--- src/rtl/cpu_pkg.sv ---
// Shared definitions for the pipelined MIPS-subset CPU: redirect encodings and
// default memory-map constants.
package cpu_pkg;

  // D-stage redirect request kinds.
  typedef enum logic [1:0] {
    REDIR_NONE   = 2'd0,
    REDIR_BRANCH = 2'd1,
    REDIR_JUMP   = 2'd2,
    REDIR_JR     = 2'd3
  } redir_op_e;

  localparam logic [31:0] RESET_VEC_DEF = 32'h0000_3000;
  localparam logic [31:0] EXC_VEC_DEF   = 32'h0000_4180;
  localparam logic [31:0] IM_BASE_DEF   = 32'h0000_3000;
  localparam int unsigned IM_WORDS_DEF  = 4096;

endpackage

--- src/rtl/npc_target_calc.sv ---
// Combinational redirect-target selection for the fetch PC controller.
module npc_target_calc
  import cpu_pkg::*;
#(
  parameter int unsigned XLEN = 32
) (
  input  logic [1:0]      redir_op,
  input  logic [XLEN-1:0] d_pc,
  input  logic [15:0]     imm16,
  input  logic [25:0]     j_index,
  input  logic [XLEN-1:0] jr_target,
  output logic [XLEN-1:0] target
);

  logic [XLEN-1:0] w_dpc4;
  logic [XLEN-1:0] w_br_off;

  assign w_dpc4   = d_pc + XLEN'(4);
  // Word offset, sign-extended and scaled to bytes.
  assign w_br_off = {{(XLEN-18){imm16[15]}}, imm16, 2'b00};

  // Pick the target for the requested redirect kind.
  always_comb begin
    target = w_dpc4;
    unique case (redir_op_e'(redir_op))
      REDIR_BRANCH: target = w_dpc4 + w_br_off;
      REDIR_JUMP:   target = {w_dpc4[XLEN-1:28], j_index, 2'b00};
      REDIR_JR:     target = jr_target;
      default:      target = w_dpc4;
    endcase
  end

endmodule

--- src/rtl/pc_fetch_ctrl.sv ---
// Fetch-stage PC controller: holds the F-stage PC, applies redirects,
// exception entry and ERET, buffers one redirect across a stall and flags
// fetch address errors.
module pc_fetch_ctrl
  import cpu_pkg::*;
#(
  parameter int unsigned     XLEN      = 32,
  parameter logic [XLEN-1:0] RESET_VEC = XLEN'(RESET_VEC_DEF),
  parameter logic [XLEN-1:0] EXC_VEC   = XLEN'(EXC_VEC_DEF),
  parameter logic [XLEN-1:0] IM_BASE   = XLEN'(IM_BASE_DEF),
  parameter int unsigned     IM_WORDS  = IM_WORDS_DEF
) (
  input  logic            clk,
  input  logic            reset,
  input  logic            stall,
  input  logic            redir_valid,
  input  logic [1:0]      redir_op,
  input  logic            br_taken,
  input  logic [XLEN-1:0] d_pc,
  input  logic [15:0]     imm16,
  input  logic [25:0]     j_index,
  input  logic [XLEN-1:0] jr_target,
  input  logic            exc_req,
  input  logic            eret_req,
  input  logic [XLEN-1:0] epc,
  output logic [XLEN-1:0] pc,
  output logic [XLEN-1:0] pc_plus4,
  output logic            fetch_exc,
  output logic            redir_pending
);

  // One past the last legal fetch byte; one extra bit so the sum cannot wrap.
  localparam logic [XLEN:0] ImLimit = {1'b0, IM_BASE} + (XLEN+1)'(64'(IM_WORDS) * 64'd4);

  logic [XLEN-1:0] r_pc;
  logic [XLEN-1:0] r_pend_pc;
  logic            r_pend;

  logic [XLEN-1:0] w_pc_next;
  logic [XLEN-1:0] w_pend_pc_next;
  logic            w_pend_next;
  logic [XLEN-1:0] w_target;
  logic            w_eff_req;

  npc_target_calc #(
    .XLEN (XLEN)
  ) u_npc_target_calc (
    .redir_op  (redir_op),
    .d_pc      (d_pc),
    .imm16     (imm16),
    .j_index   (j_index),
    .jr_target (jr_target),
    .target    (w_target)
  );

  assign pc_plus4      = r_pc + XLEN'(4);
  assign pc            = r_pc;
  assign redir_pending = r_pend;

  // Address error on the current fetch: misaligned or outside instruction memory.
  assign fetch_exc = (r_pc[1:0] != 2'b00) || (r_pc < IM_BASE) || ({1'b0, r_pc} >= ImLimit);

  // Next PC / pending-redirect selection, highest priority first.
  always_comb begin
    w_eff_req = redir_valid &&
                (((redir_op_e'(redir_op) == REDIR_BRANCH) && br_taken) ||
                 (redir_op_e'(redir_op) == REDIR_JUMP) ||
                 (redir_op_e'(redir_op) == REDIR_JR));
    w_pc_next      = pc_plus4;
    w_pend_next    = r_pend;
    w_pend_pc_next = r_pend_pc;
    if (exc_req) begin
      w_pc_next   = EXC_VEC;
      w_pend_next = 1'b0;
    end else if (eret_req) begin
      w_pc_next   = epc;
      w_pend_next = 1'b0;
    end else if (stall) begin
      w_pc_next = r_pc;
      if (w_eff_req) begin
        // Latest request while stalled overwrites any older buffered one.
        w_pend_next    = 1'b1;
        w_pend_pc_next = w_target;
      end
    end else if (w_eff_req) begin
      w_pc_next   = w_target;
      w_pend_next = 1'b0;
    end else if (r_pend) begin
      w_pc_next   = r_pend_pc;
      w_pend_next = 1'b0;
    end
  end

  // PC and pending-redirect registers with synchronous reset.
  always_ff @(posedge clk) begin
    if (reset) begin
      r_pc      <= RESET_VEC;
      r_pend    <= 1'b0;
      r_pend_pc <= '0;
    end else begin
      r_pc      <= w_pc_next;
      r_pend    <= w_pend_next;
      r_pend_pc <= w_pend_pc_next;
    end
  end

endmodule
--- config.mk ---
export PLATFORM = sky130hd
export DESIGN_NAME = pc_fetch_ctrl
export DESIGN_NICKNAME = d
export VERILOG_FILES = /design/src/rtl/cpu_pkg.sv /design/src/rtl/npc_target_calc.sv /design/src/rtl/pc_fetch_ctrl.sv
export SDC_FILE = /design/constraint.sdc
export NUM_CORES = 1
export LEC_CHECK = 0
export BUFFER_PORTS_ARGS = -buffer_cell sky130_fd_sc_hd__buf_2
export CORE_MARGIN = 5
export CORE_UTILIZATION = 45
export CTS_BUF_LIST = sky130_fd_sc_hd__clkbuf_16
export DETAILED_ROUTE_END_ITERATION = 12
export PLACE_DENSITY = 0.74
export SLEW_MARGIN = 30
export SYNTH_ARGS = -nofsm -noshare
export SYNTH_HDL_FRONTEND = slang
export SYNTH_HIERARCHICAL = 1
export SYNTH_SLANG_ARGS = --single-unit
--- constraint.sdc ---
create_clock -name clk -period 4 [get_ports clk]
set_clock_uncertainty 0.2 [all_clocks]
set_input_delay 0.2 -clock clk [delete_from_list [all_inputs] [get_ports clk]]
set_output_delay 0.2 -clock clk [all_outputs]
set_load 0.005 [all_outputs]
=== After elaboration in Yosys (flattened, before gate mapping) ===
Cells that the tools add are included.

* Memory bits (read-only): 0
* Bits in writable memories: 0
* Output and inout bits: 66
* Latch bits: 0
* Logic and storage cells: 33
* Register bits after elaboration: 65
* Memories: 0

* Order comparisons: 2
* Mux-type cells: 6
* Multipliers: 0
* Equal/unequal tests: 5
* Shift-type cells: 0
* Reductions and logical operators: 10
* Add/subtract/negate cells: 3
* Bitwise gates (word level): 3
* Div/mod/pow operators: 0

{| class="wikitable"
|+ Operators with widths
! kind !! count
|-
| $mux W32 || 4
|-
| $pmux W32 S3 || 1
|-
| $add A32 B3 Y32 const B || 2
|-
| $add A32 B32 Y32 || 1
|-
| $ge A32 B15 Y1 const B || 1
|-
| $lt A32 B14 Y1 const B || 1
|-
| $mux W15 || 1
|-
| $eq A2 B2 Y1 const B || 2
|-
| $logic_or A1 B1 Y1 || 4
|-
| $reduce_and A4 Y1 || 1
|-
| $reduce_or A4 Y1 || 1
|-
| $ne A3 B1 Y1 const B || 1
|-
| $not A1 Y1 || 3
|-
| $eq A2 B1 Y1 const B || 1
|-
| $logic_and A1 B1 Y1 || 2
|-
| $ne A2 B1 Y1 const B || 1
|-
| $reduce_bool A2 Y1 || 1
|-
| $reduce_or A2 Y1 || 1
|}

=== Depth between registers and ports, before layout ===
Gate-level depths: netlist of run 1.

* Depth after elaboration: 9
* Mapped depth: 20
* Gate-level depth less buffers: 20

=== Modules after synthesis ===
The synthesis of run 1 kept the hierarchy.

{| class="wikitable"
|+ Modules (own cells, without submodules)
! module !! cells an instance !! instances !! area each (µm²)
|-
| pc_fetch_ctrl || 567 || 1 || 4042.6
|-
| npc_target_calc || 371 || 1 || 2919.0
|}

=== Worst setup path before layout of run 1 ===
Ideal clock, no wire load.

* Path kind: input -> register
* From: input port d_pc[2]
* To: register r_pc[27] (netlist: pc[27])
* Cell stages on the path: 17
* Arrival time: 3360 ps
* Setup slack: 317 ps
* Library setup time: 123 ps
* Path buffers: 1
* Cells stage by stage: ha_1 > nand3_1 > nor3_1 > nand3_1 > xnor2_1 > ha_1 > clkbuf_1 > a21o_1 > a21boi_0 > o22ai_1 > nor2_1 > o31ai_1 > xor2_1 > mux4_2 > nand2_1 > a31oi_1 > a221o_2

* Longest elaborated chain between the ends: 6

{| class="wikitable"
|+ Ends and longest elaborated chain
! element !! line !! source
|-
| from (decl) || pc_fetch_ctrl.sv:19 || <nowiki>input logic [XLEN-1:0] d_pc,</nowiki>
|-
| $add A32 B3 Y32 (*) || npc_target_calc.sv:18 || <nowiki>assign w_dpc4 = d_pc + XLEN'(4);</nowiki>
|-
| $add A32 B32 Y32 || npc_target_calc.sv:26 || <nowiki>REDIR_BRANCH: target = w_dpc4 + w_br_off;</nowiki>
|-
| $pmux W32 S3 (*) || npc_target_calc.sv:25 || <nowiki>unique case (redir_op_e'(redir_op))</nowiki>
|-
| net w_target[27] || pc_fetch_ctrl.sv:42 || <nowiki>logic [XLEN-1:0] w_target;</nowiki>
|-
| $mux W32 (*) || pc_fetch_ctrl.sv:85 || <nowiki>end else if (w_eff_req) begin</nowiki>
|-
| $mux W32 (*) || pc_fetch_ctrl.sv:78 || <nowiki>end else if (stall) begin</nowiki>
|-
| $mux W32 (*) || pc_fetch_ctrl.sv:75 || <nowiki>end else if (eret_req) begin</nowiki>
|-
| to (signal assigned) || pc_fetch_ctrl.sv:101 || <nowiki>r_pc <= w_pc_next;</nowiki>
|-
| to (decl) || pc_fetch_ctrl.sv:35 || <nowiki>logic [XLEN-1:0] r_pc;</nowiki>
|}

Mark *: on every way through the listed nets, which the timed path passes. The rest lies on a longest branch. The select of a mux whose other input is x is not followed.
A chain may end at the register's enable or synchronous reset.

=== Worst setup path after layout of run 1 ===
* From: input port d_pc[4]
* To: register r_pc[25] (netlist: pc[25])

The elaborated chain is that of the path after synthesis.

==> flow_metrics.tcl, run 1 <==
set metrics [dict create \
    status "finished clean" \
    nNetsFinal 1376 \
    switching_power_uw 785.2 \
    finalHoldWorstSlack_ns 0.01088 \
    die_w_um 134.4 \
    grt_pass1_wl_um 40870 \
    hold_violations 0 \
    async_flop_share_pct 0 \
    std_cell_rows 45 \
    clock-root-buffer "clkbuf_16" \
    ys_types 76 \
    power.density_nw_per_um2 251.3 \
    synthCells 938 \
    avgSynthCellArea_um2 7.422 \
    hpwlAfterDp_um 20280 \
    cts.path.max_buffers 2 \
    syn_to_final_growth_pct 30.00 \
    syn_area_um2 6962 \
    dp_cells 1355 \
    pwr-share-seq_pct 31.5 \
    avgViaCountPerCell 5.975 \
    required_ns 4.02 \
    finalCritPeriodShare_pct 95.11 \
    power.share.combinational_pct 39.3 \
    end_kind "register" \
    arrival_ns 3.83 \
    io_buffers 212 \
    dieHeight_um 134.4 \
    clock-sinks 65 \
    antenna_found_initial 1 \
    grt_use_total_pct 27.66 \
    ys_seq_area_share_pct 18.69 \
    ios 213 \
    num_vias 8257 \
    fin_area_um2 9050 \
    dr.pass1.iters 5 \
    critPathLaunchType "input port" \
    worst_slew_pin_slew_ns 0.7663 \
    grt_pass1_vias 7951 \
    ys.flop_type "dfxtp_1" \
    core_area_um2 15200 \
    cts_buffers 9 \
    yosysWarnings 6 \
    crit_type "in2reg" \
    die_area_um2 18060 \
    r2r_slack_ns 1.38 \
    intPower_mw 1.489 \
    htreeDepth 3 \
    clkLatencyLatePin_ns 0.33 \
    leakagePower_nw 4.011 \
    start_util_pct 45.79 \
    diodes 0 \
    overflow 0 \
    reg2reg_depth 5 \
    clk_pin_slew_ns 0.05 \
    cts_tree "done" \
    ir_drop_uv 184.1 \
    grt_max_degree 40 \
    rsz0062_at_grt "yes" \
    route.detailed.drc 0 \
    wire_per_inst_um 18.56 \
    maxSlewViolCount 0 \
    hold_depth 4 \
    ant_nets 0 \
    drt_iter0_drc 803 \
    syn_nets 1122 \
    setup_viol 0 \
    maxCapViolCount 0 \
    cp_max_fo 4 \
    gp_congestion 0.9440 \
    placed_area_um2 8589 \
    layout.cells.non_filler 1382 \
    min_path_type "in2reg" \
    ys_ff_latch 65 \
    fin_tns_setup_ns 0 \
    timing.final.crit_period_ns 3.804 \
    clkPwrFrac_pct 29.2 \
    drive_gt1_share_pct 31.83 \
    swShare_pct 34.52 \
    fmax_ghz 0.2629 \
    synth-edff-count 0 \
    max_slew_margin_pct 48.91 \
    wl_um 25640 \
]
-- power groups by stage --
| stage | sequential, mW | combinational (mW) | clock, mW |
|---|---|---|---|
| after global placement | 0.728 | 0.843 | 0 |
| final | 0.717 | 0.893 | 0.664 |
| after CTS | 0.715 | 0.865 | 0.672 |
| after global routing | 0.720 | 0.971 | 0.703 |
| after detailed placement | 0.728 | 0.851 | 0 |
| after floorplan | 0.718 | 0.514 | 0 |
-- cell type report --
type | count | area, µm²
clock buffers | 9 | 225.2
flip-flops and latches | 65 | 1301
inverters | 33 | 123.9
multi-input cells | 782 | 5379
repair buffers | 301 | 1769
well taps | 188 | 235.2
fillers | 1444 | 6152
clock inverters | 4 | 16.27
-- layout by cell type, fill, tap and decap left out, drive strengths merged, types with 4 or more instances in the layout --
cell type      n
or2           11
dfxtp         65
mux4          24
o22ai          4
mux2i          9
nor2          49
o2111ai        6
xnor2         46
nand3         46
nor2b          6
ha            36
and4           5
nor3          31
a31oi         13
nand2b         6
nand2        154
clkbuf         9
a221oi         5
or3            7
nand4         18
inv           34
a21o          14
buf          290
dlygate4sd3   11
nor4          15
and2           6
o31a           5
o211ai        10
xor2          29
o21a           5
a311oi         9
and3          21
o31ai          7
a21oi         90
o41ai          5
o21ai         59
-- worst paths after layout --
path	startpoint	to
min reg2reg	r_pend_pc[10]	r_pend_pc[10]
min	epc[11]	pc[11]
max	d_pc[4]	pc[25]
max reg2reg	pc[15]	pc[27]
-- metrics by stage --
| step | util, % | setup WS [ns] | total power [mW] |
|---|---|---|---|
| floorplan | - | 0.3171 | 1.232 |
| global placement | 56.50 | -0.2434 | 1.571 |
| detailed placement | 56.50 | -0.3067 | 1.580 |
| CTS | 58.81 | 0.02882 | 2.253 |
| global route | 59.53 | -0.01870 | 2.394 |
| finish | 59.53 | 0.1958 | 2.274 |
-- cells in the mapped netlist (3+ instances only) --
library cell / n / area (µm²)
a21o_1: 13 / 97.59
a21oi_1: 88 / 440.4
a221oi_1: 5 / 43.79
a311oi_1: 9 / 78.83
a31oi_1: 12 / 75.07
and2_1: 6 / 37.54
and3_1: 18 / 112.6
and3_2: 3 / 22.52
and4_1: 4 / 35.03
buf_1: 4 / 15.01
buf_2: 12 / 60.06
clkbuf_1: 38 / 142.6
dfxtp_1: 65 / 1301
ha_1: 36 / 450.4
inv_1: 32 / 120.1
mux2i_1: 9 / 90.09
mux4_2: 24 / 540.5
nand2_1: 153 / 574.3
nand2b_1: 6 / 37.54
nand3_1: 45 / 225.2
nand4_1: 18 / 112.6
nor2_1: 49 / 183.9
nor2b_1: 5 / 31.28
nor3_1: 30 / 150.1
nor4_1: 15 / 93.84
o2111ai_1: 6 / 52.55
o211ai_1: 10 / 75.07
o21a_1: 5 / 37.54
o21ai_0: 51 / 255.2
o21ai_1: 5 / 25.02
o21ai_2: 3 / 26.28
o221a_2: 3 / 33.78
o22ai_1: 4 / 25.02
o31a_1: 5 / 43.79
o31ai_1: 7 / 52.55
or2_2: 11 / 68.82
or3_1: 7 / 43.79
xnor2_1: 45 / 394.1
xor2_1: 29 / 254.0
-- state kept, by name (all words and copies together) (netlist names), named ones only --
register and cells:
r_pend_pc 32, pc 30, redir_pending 1
-- per-layer routing --
layer | vias to the layer above | track usage (%) | wire length (µm)
li1 | 3941 | - | -
met1 | 3841 | 38.17 | 11060
met2 | 424 | 44.80 | 11750
met3 | 49 | 4.951 | 2294
met4 | 2 | 7.070 | 532
met5 | - | 0 | 11
-- what timing repair did --
item | CTS | global route
setup buffers | 0 | 3
resized for setup | 0 | 21
endpoints found under the setup margin | 0 | 8
hold endpoints to repair | 11 | 0
hold buffers | 11 | 0
-- worst max-delay path, cell delays in order --
cell and delay [ns]:
buf_2 0.09, and3_1 0.21, nand4_1 0.16, buf_4 0.20, nor2_1 0.12, xor2_1 0.10
ha_1 0.34, and3_2 0.21, nand2_1 0.06, a21oi_2 0.17, o41ai_2 0.08, buf_4 0.15
o41ai_4 0.33, a41oi_2 0.19, xnor2_1 0.17, a221o_1 0.33, and3_1 0.16, a311oi_1 0.27
o21ai_0 0.11, a21o_1 0.16
-- kinds of logic (layout without fill, tap and decap cells) --
family          after synthesis  after routing  share of synthesized area (%)
fa+ha+maj                    37             37                          6.758
xor+xnor                     75             75                          9.544
buf+inv                      91            347                          5.356
simple gates                380            380                          26.37
flops                        65             65                          18.69
mux                          33             33                          9.058
compound gates              257            257                          24.23
Power figures use the tool's default switching activity.
==> run 2: changes to the inputs <==
Settings changed: CORE_UTILIZATION 45 to 48, PLACE_DENSITY 0.74 to 0.78.
==> run 2 against run 1 <==
  * Core utilization increased by 3.6 points
  * First-iteration DRC count increased by 6.5%
  * Sequential power barely moved
  * Via count is 1.2% higher
  * Highest routed layer is now met4
==> flow_metrics.tcl, run 2 (synthesis gave the netlist of run 1 again) <==
set metrics [dict create \
    arrival_ns 3.89 \
    antenna_found_initial 1 \
    placed_area_um2 8594 \
    cts_buffers 9 \
    wl_um 26020 \
    hold_violations 0 \
    maxSlewViolCount 0 \
    overflow 0 \
    die_w_um 130.4 \
    largest_reg_flops 32 \
    crit_type "in2reg" \
    grt_use_total_pct 29.00 \
    clock-sinks 65 \
    status "finished clean" \
    min_path_type "in2reg" \
    layout.cells.non_filler 1386 \
    htreeDepth 3 \
    final_cell_mix "212 x buf_2, 153 x nand2_1, 86 x a21oi_1, 81 x buf_4, 65 x dfxtp_1" \
    start_util_pct 48.45 \
    critPathLaunchType "input port" \
    grt_max_degree 43 \
    die_area_um2 17010 \
    cp_max_fo 5 \
    drt_iter0_drc 855 \
    cts.path.max_buffers 2 \
    finalCritPeriodShare_pct 96.85 \
    drive_gt1_share_pct 31.72 \
    fin_area_um2 9072 \
    dr.pass1.iters 5 \
    setup_viol 0 \
    gp_congestion 0.9750 \
    fin_tns_setup_ns 0 \
    syn_to_final_growth_pct 30.32 \
    required_ns 4.02 \
    core_area_um2 14370 \
    std_cell_rows 44 \
    fmax_ghz 0.2581 \
    clkLatencyLatePin_ns 0.33 \
    grt_pass1_vias 7656 \
    worst_slew_pin_slew_ns 0.7834 \
    rsz0062_at_grt "yes" \
    wire_per_inst_um 18.77 \
    route.detailed.drc 0 \
    end_kind "register" \
    dp_cells 1354 \
    power.density_nw_per_um2 254.3 \
    max_slew_margin_pct 47.77 \
    hpwlAfterDp_um 20430 \
    dieHeight_um 130.4 \
    nNetsFinal 1380 \
    total_power_mw 2.307 \
    layout_commonest_cell "buf_2" \
    largest-register "r_pend_pc" \
    ios 213 \
    avgViaCountPerCell 6.032 \
    cts_tree "done" \
    grt_pass1_wl_um 39590 \
    ant_nets 0 \
    ir_drop_uv 179.2 \
    io_buffers 212 \
    leakagePower_nw 4.032 \
    clock-root-buffer "clkbuf_16" \
    clk_pin_slew_ns 0.05 \
    num_vias 8360 \
    timing.final.crit_period_ns 3.874 \
    maxCapViolCount 0 \
]
## run 2: cell count changes in the layout (fill, tap and decap cells not counted), sizes merged
| cell | delta |
|---|---|
| buf | +3 |
| clkinv | +3 |
| diode | +1 |
| dlygate4sd3 | +1 |
## run 2: worst max-delay path: stages
cell and delay, ns:
buf_2 0.09, and3_1 0.22, nand4_1 0.22, buf_4 0.21, nor2_1 0.11, xor2_1 0.19, ha_1 0.31, a21o_1 0.20
a21o_1 0.19, a21oi_2 0.19, o21ai_1 0.12, a31oi_4 0.28, o41ai_1 0.15, xor2_1 0.17, mux4_2 0.56, nand2_1 0.10
a21oi_1 0.07, o221a_2 0.29
## run 2: timing repair
| item | CTS | global route |
|---|---|---|
| setup buffers | 0 | 3 |
| hold buffers | 12 | 0 |
| gates resized for setup | 0 | 19 |
| endpoints found under the hold margin | 12 | 0 |
| endpoints found under the setup margin | 0 | 8 |
## run 2: path summary, 6_finish.rpt
kind / startpoint / to / slack [ns] / depth (start not counted)
setup / recovery: d_pc[5] / pc[22] / 0.13 / 18
hold / removal: epc[4] / pc[4] / 0.01 / 3
hold reg to reg: r_pend_pc[22] / r_pend_pc[22] / 0.25 / 2
setup reg to reg: pc[15] / pc[27] / 1.38 / 5
## run 2: metal layers
metal / global-route usage, % / up-vias / wire length (µm)
met1: 41.07 / 3864 / 11050
met3: 3.618 / 44 / 2567
met4: 7.683 / 0 / 516
met5: 0 / - / 0
met2: 46.95 / 491 / 11890
li1: - / 3961 / -
## run 2: stage by stage
stage          worst slack, ns  hold slack [ns]  utilization (%)
2_1_floorplan           0.3171           0.1589                -
6_report                0.1261          0.01103            63.14
5_1_grt                -0.1054          0.03756            63.14
3_3_place_gp           -0.1092           0.2375            59.81
3_5_place_dp           -0.2023           0.2436            59.81
4_1_cts                 0.1386         0.001712            62.43
## run 2: power by group
group	leakage (nW)	total, mW	internal, mW	switching, mW
clock network	0.136	0.690	0.406	0.283
registers	0.529	0.716	0.674	0.0418
logic	3.37	0.902	0.417	0.485
## run 2: area by class of cell
class | instances | area (µm²)
Tap cell | 184 | 230.2
Sequential cell | 65 | 1301
Antenna cell | 1 | 2.502
Clock inverter | 7 | 30.03
Inverter | 33 | 123.9
Clock buffer | 9 | 225.2
Multi-Input combinational cell | 782 | 5370
Timing Repair Buffer | 305 | 1789
Fill cell | 1324 | 5296
==> run 3: changes to the inputs <==
Settings changed: CORE_UTILIZATION 48 to 53, PLACE_DENSITY 0.78 to 0.85.
==> run 3 against run 2 <==
  * Fmax decreased by 0.35%
  * Highest routed layer unchanged
  * Routed wire length down 1.8%
  * Final cell count decreased by 1.2%
  * Non-clock buffer count is 5 lower
  * Largest cell class unchanged
==> flow_metrics.tcl, run 3 (synthesis gave the netlist of run 1 again) <==
set metrics [dict create \
    clock-root-buffer "clkbuf_16" \
    power.share.combinational_pct 38.9 \
    power.density_nw_per_um2 254.7 \
    core_area_um2 12770 \
    drive_gt1_share_pct 31.52 \
    layout_commonest_cell "buf_2" \
    num_vias 8504 \
    grt_max_degree 33 \
    std_cell_rows 41 \
    arrival_ns 3.95 \
    slowest_stage "ha_2" \
    max_slew_margin_pct 49.56 \
    die_area_um2 15530 \
    finalHoldWorstSlack_ns 0.01301 \
    pwr-share-seq_pct 31.3 \
    fmax_ghz 0.2572 \
    dieHeight_um 124.6 \
    worst_slew_pin_slew_ns 0.7497 \
    grt_pass1_wl_um 40290 \
    maxSlewViolCount 0 \
    avgViaCountPerCell 6.212 \
    swShare_pct 34.94 \
    critPathLaunchType "input port" \
    required_ns 4.06 \
    io_buffers 212 \
    clk_pin_slew_ns 0.05 \
    final_cell_mix "212 x buf_2, 153 x nand2_1, 86 x a21oi_1, 77 x buf_4, 65 x dfxtp_1" \
    nNetsFinal 1375 \
    htreeDepth 3 \
    start_util_pct 54.50 \
    n_fill_cell 1049 \
    hold_violations 0 \
    grt_pass1_vias 7795 \
    hpwlAfterDp_um 19820 \
    cp_common_cell "buf_4" \
    crit_type "in2reg" \
    largest_reg_flops 32 \
    ant_nets 0 \
    intPower_mw 1.491 \
    cp_cell_sequence "buf_2, and3_1, nand4_1, buf_4, nor2_2, buf_4, nand2_1, nor2_1, xor2_1, ha_2, nand4_1, o22ai_1, nor2_1, o21ai_0, inv_1, and4_1, o21ai_0, nor3b_1, buf_4, nor3_1, o31ai_1, nand2_1, a31oi_1" \
    wl_um 25550 \
    cts_tree "done" \
    leakagePower_nw 3.990 \
    status "finished clean" \
    ir_drop_uv 160.4 \
    cp_max_fo 7 \
    wire_per_inst_um 18.67 \
    largest-register "r_pend_pc" \
    setup_viol 0 \
    clock-sinks 65 \
    syn_to_final_growth_pct 29.21 \
    dr.pass1.iters 6 \
    switching_power_uw 800.5 \
    die_w_um 124.6 \
    utilization_pct 70.42 \
    gp_congestion 1.031 \
    overflow 0 \
    antenna_found_initial 1 \
    clkPwrFrac_pct 29.8 \
    ios 213 \
    cts.path.max_buffers 2 \
    min_path_type "in2reg" \
    cts_buffers 9 \
    clkLatencyLatePin_ns 0.33 \
    timing.final.crit_period_ns 3.887 \
    rsz0062_at_grt "yes" \
    finalCritPeriodShare_pct 97.19 \
    cp_num_buf_inv 5 \
    grt_use_total_pct 31.15 \
    cp_slowest_stage_delay_ns 0.43 \
    maxCapViolCount 0 \
    end_kind "register" \
    route.detailed.drc 0 \
    drt_iter0_drc 1002 \
    cp_top_family "simple AND/OR/NAND/NOR gates" \
]
-- run 3: power groups by stage --
stage	registers, mW	clock network (mW)	logic (mW)
6_report	0.716	0.684	0.891
5_1_grt	0.719	0.710	0.963
4_1_cts	0.714	0.689	0.857
3_5_place_dp	0.727	0	0.843
3_3_place_gp	0.727	0	0.831
2_1_floorplan	0.718	0	0.514
-- run 3: layout make-up --
class | count | area, µm² | share of cell area [%]
inverter | 33 | 123.9 | 1.377
clock buffer | 9 | 225.2 | 2.504
tap | 172 | 215.2 | 2.393
antenna | 1 | 2.502 | 0.02782
clock inverter | 7 | 30.03 | 0.3338
timing repair buffer | 300 | 1749 | 19.45
sequential | 65 | 1301 | 14.47
multi-input combinational | 782 | 5348 | 59.45
-- run 3: path summary, 6_finish.rpt --
path	from	to	slack [ns]	cells past startpoint
worst max-delay path	d_pc[6]	pc[31]	0.11	23
worst max register to register	pc[15]	pc[27]	1.43	5
worst min register to register	r_pend_pc[13]	r_pend_pc[13]	0.25	2
worst min-delay path	epc[11]	pc[11]	0.01	4
-- run 3: timing repair --
| action | 4_1_cts | 5_1_grt |
|---|---|---|
| hold buffers | 11 | 0 |
| resized for setup | 0 | 15 |
| endpoints found under the setup margin | 0 | 10 |
| buffers inserted | 0 | 5 |
| hold endpoints to repair | 11 | 0 |
-- run 3: worst register-to-register path: stages (launching register included) --
cell and delay (ns):
dfxtp_1 0.51, nand4_1 0.17, or4_4 0.64, or3_1 0.42, xnor2_1 0.16, a221o_2 0.36
-- run 3: per-layer routing --
metal | part of all wire (%) | global-route usage (%) | wire length [µm]
met1 | 41 | 42.38 | 10360
met5 | 0 | 0 | 0
met2 | 45 | 49.30 | 11400
met4 | 2.5 | 10.51 | 640
met3 | 12 | 6.346 | 3151
-- run 3: per-stage QoR --
step | setup WS (ns) | total power [mW] | setup TNS, ns | instances | cell area, µm²
2_1_floorplan | 0.3171 | 1.232 | 0 | 938 | 6962
3_3_place_gp | -0.2176 | 1.558 | -0.4077 | 1336 | 8534
3_5_place_dp | -0.2133 | 1.570 | -0.9592 | 1336 | 8534
5_1_grt | -0.09742 | 2.392 | -0.3502 | 1369 | 8995
4_1_cts | 0.09864 | 2.260 | 0 | 1363 | 8900
6_report | 0.1126 | 2.291 | 0 | 1369 | 8995
